[src/rtl/bcd_serial_alu.sv]
// rtl/bcd_serial_alu.sv - digit-serial packed-BCD add/subtract with sign-magnitude result and seven-segment drive
module bcd_serial_alu #(
    parameter int DIGITS = 4
) (
    input  logic                  CLOCK_50,
    input  logic                  RESET_N,
    input  logic                  start,
    input  logic                  op,
    input  logic [4*DIGITS-1:0]   a_bcd,
    input  logic [4*DIGITS-1:0]   b_bcd,
    output logic                  busy,
    output logic                  done,
    output logic [4*DIGITS-1:0]   result,
    output logic                  sign,
    output logic                  ovf,
    output logic                  err,
    output logic [7*DIGITS-1:0]   seg
);

    localparam int IW = (DIGITS > 1) ? $clog2(DIGITS) : 1;
    localparam logic [IW-1:0] LAST_IDX = IW'(DIGITS - 1);

    localparam logic [1:0] S_IDLE = 2'd0;
    localparam logic [1:0] S_CALC = 2'd1;
    localparam logic [1:0] S_NEG  = 2'd2;
    localparam logic [1:0] S_DONE = 2'd3;

    logic [1:0]          state_q,  state_d;
    logic [IW-1:0]       idx_q,    idx_d;
    logic                carry_q,  carry_d;
    logic                op_q,     op_d;
    logic [4*DIGITS-1:0] a_q,      a_d;
    logic [4*DIGITS-1:0] b_q,      b_d;
    logic [4*DIGITS-1:0] w_q,      w_d;
    logic [4*DIGITS-1:0] result_q, result_d;
    logic                sign_q,   sign_d;
    logic                ovf_q,    ovf_d;
    logic                err_q,    err_d;

    logic [3:0] a_dig, b_dig, w_dig, x_dig, y_dig, dig;
    logic [4:0] t;
    logic       cout;

    function automatic logic has_bad_digit(input logic [4*DIGITS-1:0] v);
        logic bad;
        bad = 1'b0;
        for (int i = 0; i < DIGITS; i++) begin
            if (v[4*i +: 4] > 4'd9) bad = 1'b1;
        end
        return bad;
    endfunction

    // Active-low segment pattern, bit 6 = a ... bit 0 = g
    function automatic logic [6:0] seg_enc(input logic [3:0] d);
        logic [6:0] s;
        case (d)
            4'd0:    s = 7'b0000001;
            4'd1:    s = 7'b1001111;
            4'd2:    s = 7'b0010010;
            4'd3:    s = 7'b0000110;
            4'd4:    s = 7'b1001100;
            4'd5:    s = 7'b0100100;
            4'd6:    s = 7'b0100000;
            4'd7:    s = 7'b0001111;
            4'd8:    s = 7'b0000000;
            4'd9:    s = 7'b0001100;
            default: s = 7'b1111111;
        endcase
        return s;
    endfunction

    // One decimal digit step: CALC adds a_i to b_i or its nines complement,
    // NEG nines-complements the working digit and adds the incoming carry.
    always_comb begin
        a_dig = a_q[{idx_q, 2'b00} +: 4];
        b_dig = b_q[{idx_q, 2'b00} +: 4];
        w_dig = w_q[{idx_q, 2'b00} +: 4];
        if (state_q == S_NEG) begin
            x_dig = 4'd9 - w_dig;
            y_dig = 4'd0;
        end else begin
            x_dig = a_dig;
            y_dig = op_q ? (4'd9 - b_dig) : b_dig;
        end
        t = {1'b0, x_dig} + {1'b0, y_dig} + {4'b0000, carry_q};
        if (t > 5'd9) begin
            // t is 10..19 here, so the low nibble minus ten wraps to t-10
            dig  = t[3:0] - 4'd10;
            cout = 1'b1;
        end else begin
            dig  = t[3:0];
            cout = 1'b0;
        end
    end

    // Control FSM and working datapath; visible outputs only load on entry to DONE
    always_comb begin
        state_d  = state_q;
        idx_d    = idx_q;
        carry_d  = carry_q;
        op_d     = op_q;
        a_d      = a_q;
        b_d      = b_q;
        w_d      = w_q;
        result_d = result_q;
        sign_d   = sign_q;
        ovf_d    = ovf_q;
        err_d    = err_q;
        case (state_q)
            S_IDLE: begin
                if (start) begin
                    a_d     = a_bcd;
                    b_d     = b_bcd;
                    op_d    = op;
                    idx_d   = '0;
                    carry_d = op;
                    w_d     = '0;
                    if (has_bad_digit(a_bcd) || has_bad_digit(b_bcd)) begin
                        state_d  = S_DONE;
                        result_d = '0;
                        sign_d   = 1'b0;
                        ovf_d    = 1'b0;
                        err_d    = 1'b1;
                    end else begin
                        state_d = S_CALC;
                    end
                end
            end
            S_CALC: begin
                w_d[{idx_q, 2'b00} +: 4] = dig;
                carry_d = cout;
                idx_d   = idx_q + 1'b1;
                if (idx_q == LAST_IDX) begin
                    idx_d = '0;
                    if (!op_q || cout) begin
                        // Add, or subtract whose ten's-complement sum carried out (A >= B)
                        state_d  = S_DONE;
                        result_d = w_d;
                        sign_d   = 1'b0;
                        ovf_d    = !op_q && cout;
                        err_d    = 1'b0;
                    end else begin
                        state_d = S_NEG;
                        carry_d = 1'b1;
                    end
                end
            end
            S_NEG: begin
                w_d[{idx_q, 2'b00} +: 4] = dig;
                carry_d = cout;
                idx_d   = idx_q + 1'b1;
                if (idx_q == LAST_IDX) begin
                    idx_d    = '0;
                    state_d  = S_DONE;
                    result_d = w_d;
                    sign_d   = 1'b1;
                    ovf_d    = 1'b0;
                    err_d    = 1'b0;
                end
            end
            default: begin
                state_d = S_IDLE;
            end
        endcase
    end

    // State registers with asynchronous active-low reset
    always_ff @(posedge CLOCK_50 or negedge RESET_N) begin
        if (!RESET_N) begin
            state_q  <= S_IDLE;
            idx_q    <= '0;
            carry_q  <= 1'b0;
            op_q     <= 1'b0;
            a_q      <= '0;
            b_q      <= '0;
            w_q      <= '0;
            result_q <= '0;
            sign_q   <= 1'b0;
            ovf_q    <= 1'b0;
            err_q    <= 1'b0;
        end else begin
            state_q  <= state_d;
            idx_q    <= idx_d;
            carry_q  <= carry_d;
            op_q     <= op_d;
            a_q      <= a_d;
            b_q      <= b_d;
            w_q      <= w_d;
            result_q <= result_d;
            sign_q   <= sign_d;
            ovf_q    <= ovf_d;
            err_q    <= err_d;
        end
    end

    // Seven-segment drive from the registered result; blank on operand error
    always_comb begin
        seg = '1;
        for (int i = 0; i < DIGITS; i++) begin
            seg[7*i +: 7] = err_q ? 7'b1111111 : seg_enc(result_q[4*i +: 4]);
        end
    end

    assign busy   = (state_q == S_CALC) || (state_q == S_NEG);
    assign done   = (state_q == S_DONE);
    assign result = result_q;
    assign sign   = sign_q;
    assign ovf    = ovf_q;
    assign err    = err_q;

endmodule

[config.mk]
export PLATFORM = sky130hd
export DESIGN_NAME = bcd_serial_alu
export DESIGN_NICKNAME = d
export VERILOG_FILES = /design/src/rtl/bcd_serial_alu.sv
export SDC_FILE = /design/constraint.sdc
export NUM_CORES = 1
export LEC_CHECK = 0
export ABC_AREA = 1
export CAP_MARGIN = 25
export CORE_MARGIN = 2
export CORE_UTILIZATION = 35
export DETAILED_ROUTE_END_ITERATION = 10
export PLACE_DENSITY = 0.71
export SLEW_MARGIN = 20
export SYNTH_ARGS = -nofsm -noshare
export SYNTH_HDL_FRONTEND = slang
export SYNTH_SLANG_ARGS = --single-unit
[constraint.sdc]
create_clock -name CLOCK_50 -period 3.1 [get_ports CLOCK_50]
set_input_delay 0.62 -clock CLOCK_50 [delete_from_list [all_inputs] [get_ports CLOCK_50]]
set_output_delay 0.62 -clock CLOCK_50 [all_outputs]
set_load 0.05 [all_outputs]
==> reports/qor.yml, run 1 <==
critical_path:
  timing.critical_path.to_type: "register"
  arrival_time_at_the_worst_endpoint_ns: 3.32
  worst-path-max-fanout: 10
  worst_setup_path_start_kind: "register"
  path_class: "reg2reg"
  worstPathRequired_ns: 3.38
  flop2flop_setup_slack_ns: 0.06
global_route:
  global_route_wire_length_before_repair_um: 20040
  grt_start_max_net_pins: 41
  grt_overflow: 0
  antenna_violations_before_repair: 0
  total_global_route_track_usage_pct: 16.76
  number_of_global_route_vias_before_repair: 4267
job:
  maxCapViolations: 0
cts:
  tritoncts: "done"
  clock-sinks: 73
  hold_buffers: 0
  clock_path_buffers: 2
  h_tree_depth: 3
  clkTransAtPathRegs_ns: 0.06
  numCtsBuffers: 9
  cts_root_buf: "sky130_fd_sc_hd__clkbuf_16"
  clk_latency_ns: 0.34
place:
  detailedPlace.worstSlack_ns: -0.05839
  buffer_ports.inserted: 84
  gp_congestion: 0.9569
  dpl.hpwl_um: 8676
floorplan:
  design.die.area_um2: 14630
  ios: 85
  die_x_um: 121.0
  floorplan_die_height_um: 121.0
  row_count: 42
  initial_core_util_pct: 36.02
  floorplan.core_area_um2: 13300
timing:
  clock.fmax_mhz: 329.2
  rsz_0062_raised_after_global_routing: "true"
  final.hold.worst_slack_ns: 0.3606
  finalHoldViolations: 0
  setup_violations: 0
  worst_max_slew_pin_slew_ns: 0.7873
  worst_slew_margin_rel_pct: 47.51
  finalClockSkew_ns: 0.006738
  period_minus_slack_ns: 3.038
  setup_tns_ns: 0
  layout_worst_path_cycle_share_pct: 97.99
  setup_slack_ns: 0.06221
  max_slew_violations: 0
logic_synthesis:
  synthesis.nets: 651
  syn-cell-area_um2: 4788
  yosysSeqAreaShare_pct: 38.15
  library_cells_used_by_synthesis: 40
  syn-mean-instance-area_um2: 8.299
  syn-instance-count: 577
  number_of_storage_elements_in_the_synthesis_netlist: 73
  yosysWarnings: 0
routing:
  post_drt_via_cell_ratio: 5.035
  detailedRoute.firstIterationViolations: 214
  drc: 0
  final_routed_wirelength_um: 11690
  first_pass_iters: 5
  antenna_violating_nets_post_route: 0
  wire_per_inst_um: 13.75
  vias: 4280
hold_path:
  hold_path_class: "in2async"
run_status:
  outcome: "completed"
cells_and_area:
  final_net_count: 743
  antenna-diode-count: 0
  flow.area_growth_from_synthesis_pct: 32.53
  finish.utilization_pct: 47.73
  drive_above_1_share_pct: 18.84
[stage by stage]
stage	instance area, µm²	std cells
2_1_floorplan	4795	577
6_report	6346	850
4_1_cts	6237	847
3_3_place_gp	5869	830
3_5_place_dp	5869	830
5_1_grt	6346	850
[placed cells by master (no fill, tap or decap), types with 2 or more instances in the layout]
cell type                         instances
sky130_fd_sc_hd__nand2_1                140
sky130_fd_sc_hd__clkdlybuf4s50_1         82
sky130_fd_sc_hd__dfrtp_1                 72
sky130_fd_sc_hd__o21ai_0                 46
sky130_fd_sc_hd__inv_1                   45
sky130_fd_sc_hd__nand3_1                 41
sky130_fd_sc_hd__a21oi_1                 35
sky130_fd_sc_hd__ha_1                    34
sky130_fd_sc_hd__mux2_2                  32
sky130_fd_sc_hd__nor2_1                  16
sky130_fd_sc_hd__o21ai_1                 16
sky130_fd_sc_hd__buf_4                   14
sky130_fd_sc_hd__o21ai_2                  9
sky130_fd_sc_hd__clkbuf_16                9
sky130_fd_sc_hd__or2_2                    8
sky130_fd_sc_hd__inv_2                    6
sky130_fd_sc_hd__nand3_2                  6
sky130_fd_sc_hd__nand2_2                  5
sky130_fd_sc_hd__nand4_1                  4
sky130_fd_sc_hd__o22ai_1                  4
sky130_fd_sc_hd__nand2_4                  3
sky130_fd_sc_hd__o22ai_2                  3
sky130_fd_sc_hd__clkinv_4                 3
sky130_fd_sc_hd__a32o_1                   3
sky130_fd_sc_hd__bufinv_16                3
sky130_fd_sc_hd__buf_12                   3
sky130_fd_sc_hd__a21oi_4                  2
sky130_fd_sc_hd__nor2_2                   2
sky130_fd_sc_hd__a21oi_2                  2
sky130_fd_sc_hd__nor3_1                   2
sky130_fd_sc_hd__inv_6                    2
sky130_fd_sc_hd__fa_2                     2
sky130_fd_sc_hd__ha_2                     2
sky130_fd_sc_hd__buf_6                    2
[Yosys cell counts (all sizes together)]
cell	count	area, µm²
a21o	1	7.510
a22oi	1	7.510
buf	17	101.3
o21ai	71	381.6
nand4	5	37.53
clkinv	1	3.750
o32ai	1	8.760
ha	36	450.4
fa	2	40.04
a21oi	39	217.7
nor2	19	78.83
o22ai	7	50.05
a31oi	1	6.260
xnor2	1	16.27
nor3	2	10.01
nand3	48	272.8
inv	53	198.9
nand3b	1	7.510
clkbuf	4	15.01
nand2	148	583.1
dfrtp	73	1827
or2	8	50.05
a32oi	1	8.760
mux2	32	360.4
o211ai	1	7.510
a32o	4	40.04
[logic make-up after synthesis]
kind of cell / count (synthesis) / share of synthesized area [%]
and+or+nand+nor: 231 / 21.71
AOI/OAI and AO/OA: 127 / 15.36
buffers and inverters: 75 / 6.663
DFF: 73 / 38.15
adders and majority gates: 38 / 10.24
muxes: 32 / 7.526
xor gates and xnor gates: 1 / 0.3398
[registers in the layout, summed over array words and instances (netlist names)]
name,cells
op_q,1
err,1
b_q,16
w_q,16
result,16
ovf,1
state_q,2
a_q,16
idx_q,2
sign,1
carry_q,1
[worst max-delay path: stages (launching register included)]
cell,delay [ns]
sky130_fd_sc_hd__dfrtp_2,0.45
sky130_fd_sc_hd__clkinv_4,0.11
sky130_fd_sc_hd__nand2_1,0.06
sky130_fd_sc_hd__a32o_2,0.29
sky130_fd_sc_hd__a21oi_2,0.15
sky130_fd_sc_hd__o21ai_2,0.08
sky130_fd_sc_hd__fa_2,0.34
sky130_fd_sc_hd__inv_2,0.07
sky130_fd_sc_hd__fa_2,0.44
sky130_fd_sc_hd__inv_2,0.11
sky130_fd_sc_hd__nand2_4,0.07
sky130_fd_sc_hd__nand3_4,0.12
sky130_fd_sc_hd__nand2_4,0.07
sky130_fd_sc_hd__nand2_2,0.07
sky130_fd_sc_hd__nand3_2,0.11
sky130_fd_sc_hd__nor2_2,0.12
sky130_fd_sc_hd__nand2_1,0.07
sky130_fd_sc_hd__nand2_1,0.09
sky130_fd_sc_hd__nand3_1,0.07
sky130_fd_sc_hd__nand2_1,0.08
[layout make-up]
| class | instances | area, µm² |
|---|---|---|
| Fill cell | 1286 | 6949 |
| Multi-Input combinational cell | 429 | 2723 |
| Sequential cell | 73 | 1828 |
| Timing Repair Buffer | 102 | 1013 |
| Clock buffer | 10 | 229.0 |
| Tap cell | 176 | 220.2 |
| Inverter | 54 | 217.7 |
| Clock inverter | 6 | 115.1 |
[path summary, 6_finish.rpt]
kind                               to  depth (start not counted)  startpoint
max                        result[13]                         19    idx_q[0]
min                           a_q[10]                          1     RESET_N
max reg2reg                result[13]                         19    idx_q[0]
min reg2reg                    w_q[9]                          2      w_q[9]
max in group asynchronous    idx_q[0]                          2     RESET_N
min in group CLOCK_50          w_q[9]                          2      w_q[9]
[per-layer routing]
layer,GRT usage [%],wire [µm],up-vias
li1,-,-,2117
met2,29.14,5629,140
met4,5.087,143,0
met3,3.008,668,15
met5,0,0,-
met1,21.12,5250,2008
[timing repair]
item	4_1_cts	5_1_grt
pin swaps	4	8
setup endpoints to repair	26	31
resized for setup	8	32
buffers inserted	1	3
Power of run 1 is left out: the tool's default activity adds up to more than one toggle a clock period on the data nets, which glitch-free logic cannot reach.
==> inputs of run 2 (changes only) <==
==> constraint.sdc (replaced) <==
create_clock -name CLOCK_50 -period 3.1 [get_ports CLOCK_50]
set_input_delay 0.31 -clock CLOCK_50 [delete_from_list [all_inputs] [get_ports CLOCK_50]]
set_output_delay 0.31 -clock CLOCK_50 [all_outputs]
set_load 0.05 [all_outputs]
==> reports/qor.yml, run 2 (synthesis results as in run 1) <==
cts:
  numCtsBuffers: 9  # unchanged
  clock-sinks: 73  # unchanged
  clkTransAtPathRegs_ns: 0.06  # about the same
  cts_root_buf: "sky130_fd_sc_hd__clkbuf_16"
  tritoncts: "done"
  h_tree_depth: 3  # unchanged
  clock_path_buffers: 2  # unchanged
  clk_latency_ns: 0.34  # about the same
global_route:
  global_route_wire_length_before_repair_um: 19400  # -3.2%
  grt_overflow: 0  # unchanged
  total_global_route_track_usage_pct: 16.36  # -0.39 points
  number_of_global_route_vias_before_repair: 4126  # -3.3%
  grt_start_max_net_pins: 40  # -2.4%
  antenna_violations_before_repair: 0  # unchanged
critical_path:
  arrival_time_at_the_worst_endpoint_ns: 3.33  # about the same
  crit_path_top_delay_cell: "sky130_fd_sc_hd__dfrtp_2"
  longest_individual_stage_delay_on_the_worst_path_ns: 0.48  # +0.03 ns
  worstPathRequired_ns: 3.37  # about the same
  worst_path_most_repeated_cell: "sky130_fd_sc_hd__nand2_1"
  worstPathBufferInverterCount: 3  # unchanged
  worst_setup_path_start_kind: "register"
  timing.critical_path.to_type: "register"
  path_class: "reg2reg"
  worst-path-max-fanout: 8  # -2
  cp_top_family: "simple AND/OR/NAND/NOR gates"
  path_cells: "buf_12 > nand2_2 > a32o_2 > a21oi_2 > o21ai_2 > fa_2 > inv_2 > fa_2 > inv_2 > nand2_4 > nand3_4 > nand2_4 > nand2_2 > nand3_4 > nor2_4 > nand2_1 > nand2_1 > nand3_1 > nand2_1"
timing:
  setup_violations: 0  # unchanged
  worst_max_slew_pin_slew_ns: 0.8133  # +0.02596 ns
  clock.fmax_mhz: 327.5  # -0.52%
  worst_slew_margin_rel_pct: 45.78  # -1.7 points
  layout_worst_path_cycle_share_pct: 98.51  # +0.52 points
  period_minus_slack_ns: 3.054  # +0.01602 ns
  final.hold.worst_slack_ns: 0.06029  # -0.3003 ns
  finalClockSkew_ns: 0.009359  # +0.002621 ns
  max_slew_violations: 0  # unchanged
  finalHoldViolations: 0  # unchanged
  rsz_0062_raised_after_global_routing: "true"
floorplan:
  design.die.area_um2: 14630  # unchanged
  initial_core_util_pct: 36.02  # unchanged
  die_x_um: 121.0  # unchanged
  floorplan_die_height_um: 121.0  # unchanged
  row_count: 42  # unchanged
  floorplan.core_area_um2: 13300  # unchanged
  ios: 85  # unchanged
routing:
  detailedRoute.firstIterationViolations: 286  # +34%
  post_drt_via_cell_ratio: 5.066  # +0.61%
  drc: 0  # unchanged
  antenna_violating_nets_post_route: 0  # unchanged
  final_routed_wirelength_um: 11980  # +2.5%
  first_pass_iters: 5  # unchanged
  wire_per_inst_um: 14.08  # +2.4%
  vias: 4311  # +0.72%
cells_and_area:
  antenna-diode-count: 0  # unchanged
  final_cell_mix: "sky130_fd_sc_hd__nand2_1, sky130_fd_sc_hd__clkdlybuf4s50_1, sky130_fd_sc_hd__dfrtp_1, sky130_fd_sc_hd__o21ai_0, sky130_fd_sc_hd__inv_1"
  drive_above_1_share_pct: 20.15  # +1.3 points
  final_net_count: 744  # +0.13%
  flow.area_growth_from_synthesis_pct: 34.23
  final_area_um2: 6427  # +1.3%
  finish.cell_count_without_fillers: 851  # +0.12%
  layout_commonest_cell: "sky130_fd_sc_hd__nand2_1"
job:
  maxCapViolations: 0  # unchanged
place:
  dpl_cell_area_um2: 5859  # -0.17%
  placedCellCount: 830  # unchanged
  gp_congestion: 0.9769  # +2.1%
  dpl.hpwl_um: 8720  # +0.51%
  buffer_ports.inserted: 84  # unchanged
run_status:
  outcome: "completed"
hold_path:
  hold_path_class: "in2async"
## run 2: path summary, 6_finish.rpt
path | slack (ns) | startpoint | cells past startpoint | end
hold reg to reg | 0.49 | w_q[2] | 2 | w_q[2]
min in group CLOCK_50 | 0.49 | w_q[2] | 2 | w_q[2]
setup / recovery | 0.05 | idx_q[0] | 19 | w_q[13]
setup reg to reg | 0.05 | idx_q[0] | 19 | w_q[13]
hold / removal | 0.06 | RESET_N | 1 | a_q[9]
max in group asynchronous | 2.35 | RESET_N | 2 | w_q[1]
## run 2: through the flow
stage	setup TNS [ns]	utilization (%)	worst slack (ns)
final	0	48.34	0.04619
after global routing	-1.609	48.34	-0.1185
after CTS	0	46.62	0.02604
after detailed placement	-0.01474	44.07	-0.006184
after global placement	0	44.07	0.04149
after floorplan	0	-	0.02905
## run 2: layer usage
| metal | part of all wire (%) | global-route usage, % | up-vias |
|---|---|---|---|
| met5 | 0 | 0 | - |
| met4 | 1.6 | 5.087 | 0 |
| met3 | 6.4 | 3.712 | 19 |
| met2 | 49 | 27.91 | 158 |
| met1 | 43 | 20.54 | 2009 |
| li1 | - | - | 2125 |
## run 2: repair_timing
item                                    CTS  global route
pin swaps                                 2            12
endpoints found under the setup margin   18            33
buffers inserted                          0             3
cloned                                    0             2
endpoints found under the hold margin     0             0
hold buffers                              0             0
gates resized for setup                   1            50
## run 2: area by class of cell
type	count	area [µm²]
Timing Repair Buffer	103	1050
Sequential cell	73	1828
Clock buffer	11	232.7
Inverter	54	212.7
Clock inverter	5	103.9
Multi-Input combinational cell	429	2780
Fill cell	1234	6868
Tap cell	176	220.2
## run 2: worst register-to-register path: stages (launching register included)
cell and delay, ns:
sky130_fd_sc_hd__dfrtp_2 0.48, sky130_fd_sc_hd__buf_12 0.16, sky130_fd_sc_hd__nand2_2 0.04, sky130_fd_sc_hd__a32o_2 0.28, sky130_fd_sc_hd__a21oi_2 0.14, sky130_fd_sc_hd__o21ai_2 0.08
sky130_fd_sc_hd__fa_2 0.34, sky130_fd_sc_hd__inv_2 0.08, sky130_fd_sc_hd__fa_2 0.45, sky130_fd_sc_hd__inv_2 0.11, sky130_fd_sc_hd__nand2_4 0.07, sky130_fd_sc_hd__nand3_4 0.10
sky130_fd_sc_hd__nand2_4 0.08, sky130_fd_sc_hd__nand2_2 0.10, sky130_fd_sc_hd__nand3_4 0.08, sky130_fd_sc_hd__nor2_4 0.11, sky130_fd_sc_hd__nand2_1 0.06, sky130_fd_sc_hd__nand2_1 0.08
sky130_fd_sc_hd__nand3_1 0.07, sky130_fd_sc_hd__nand2_1 0.07
Power of run 2 is left out for the same reason.
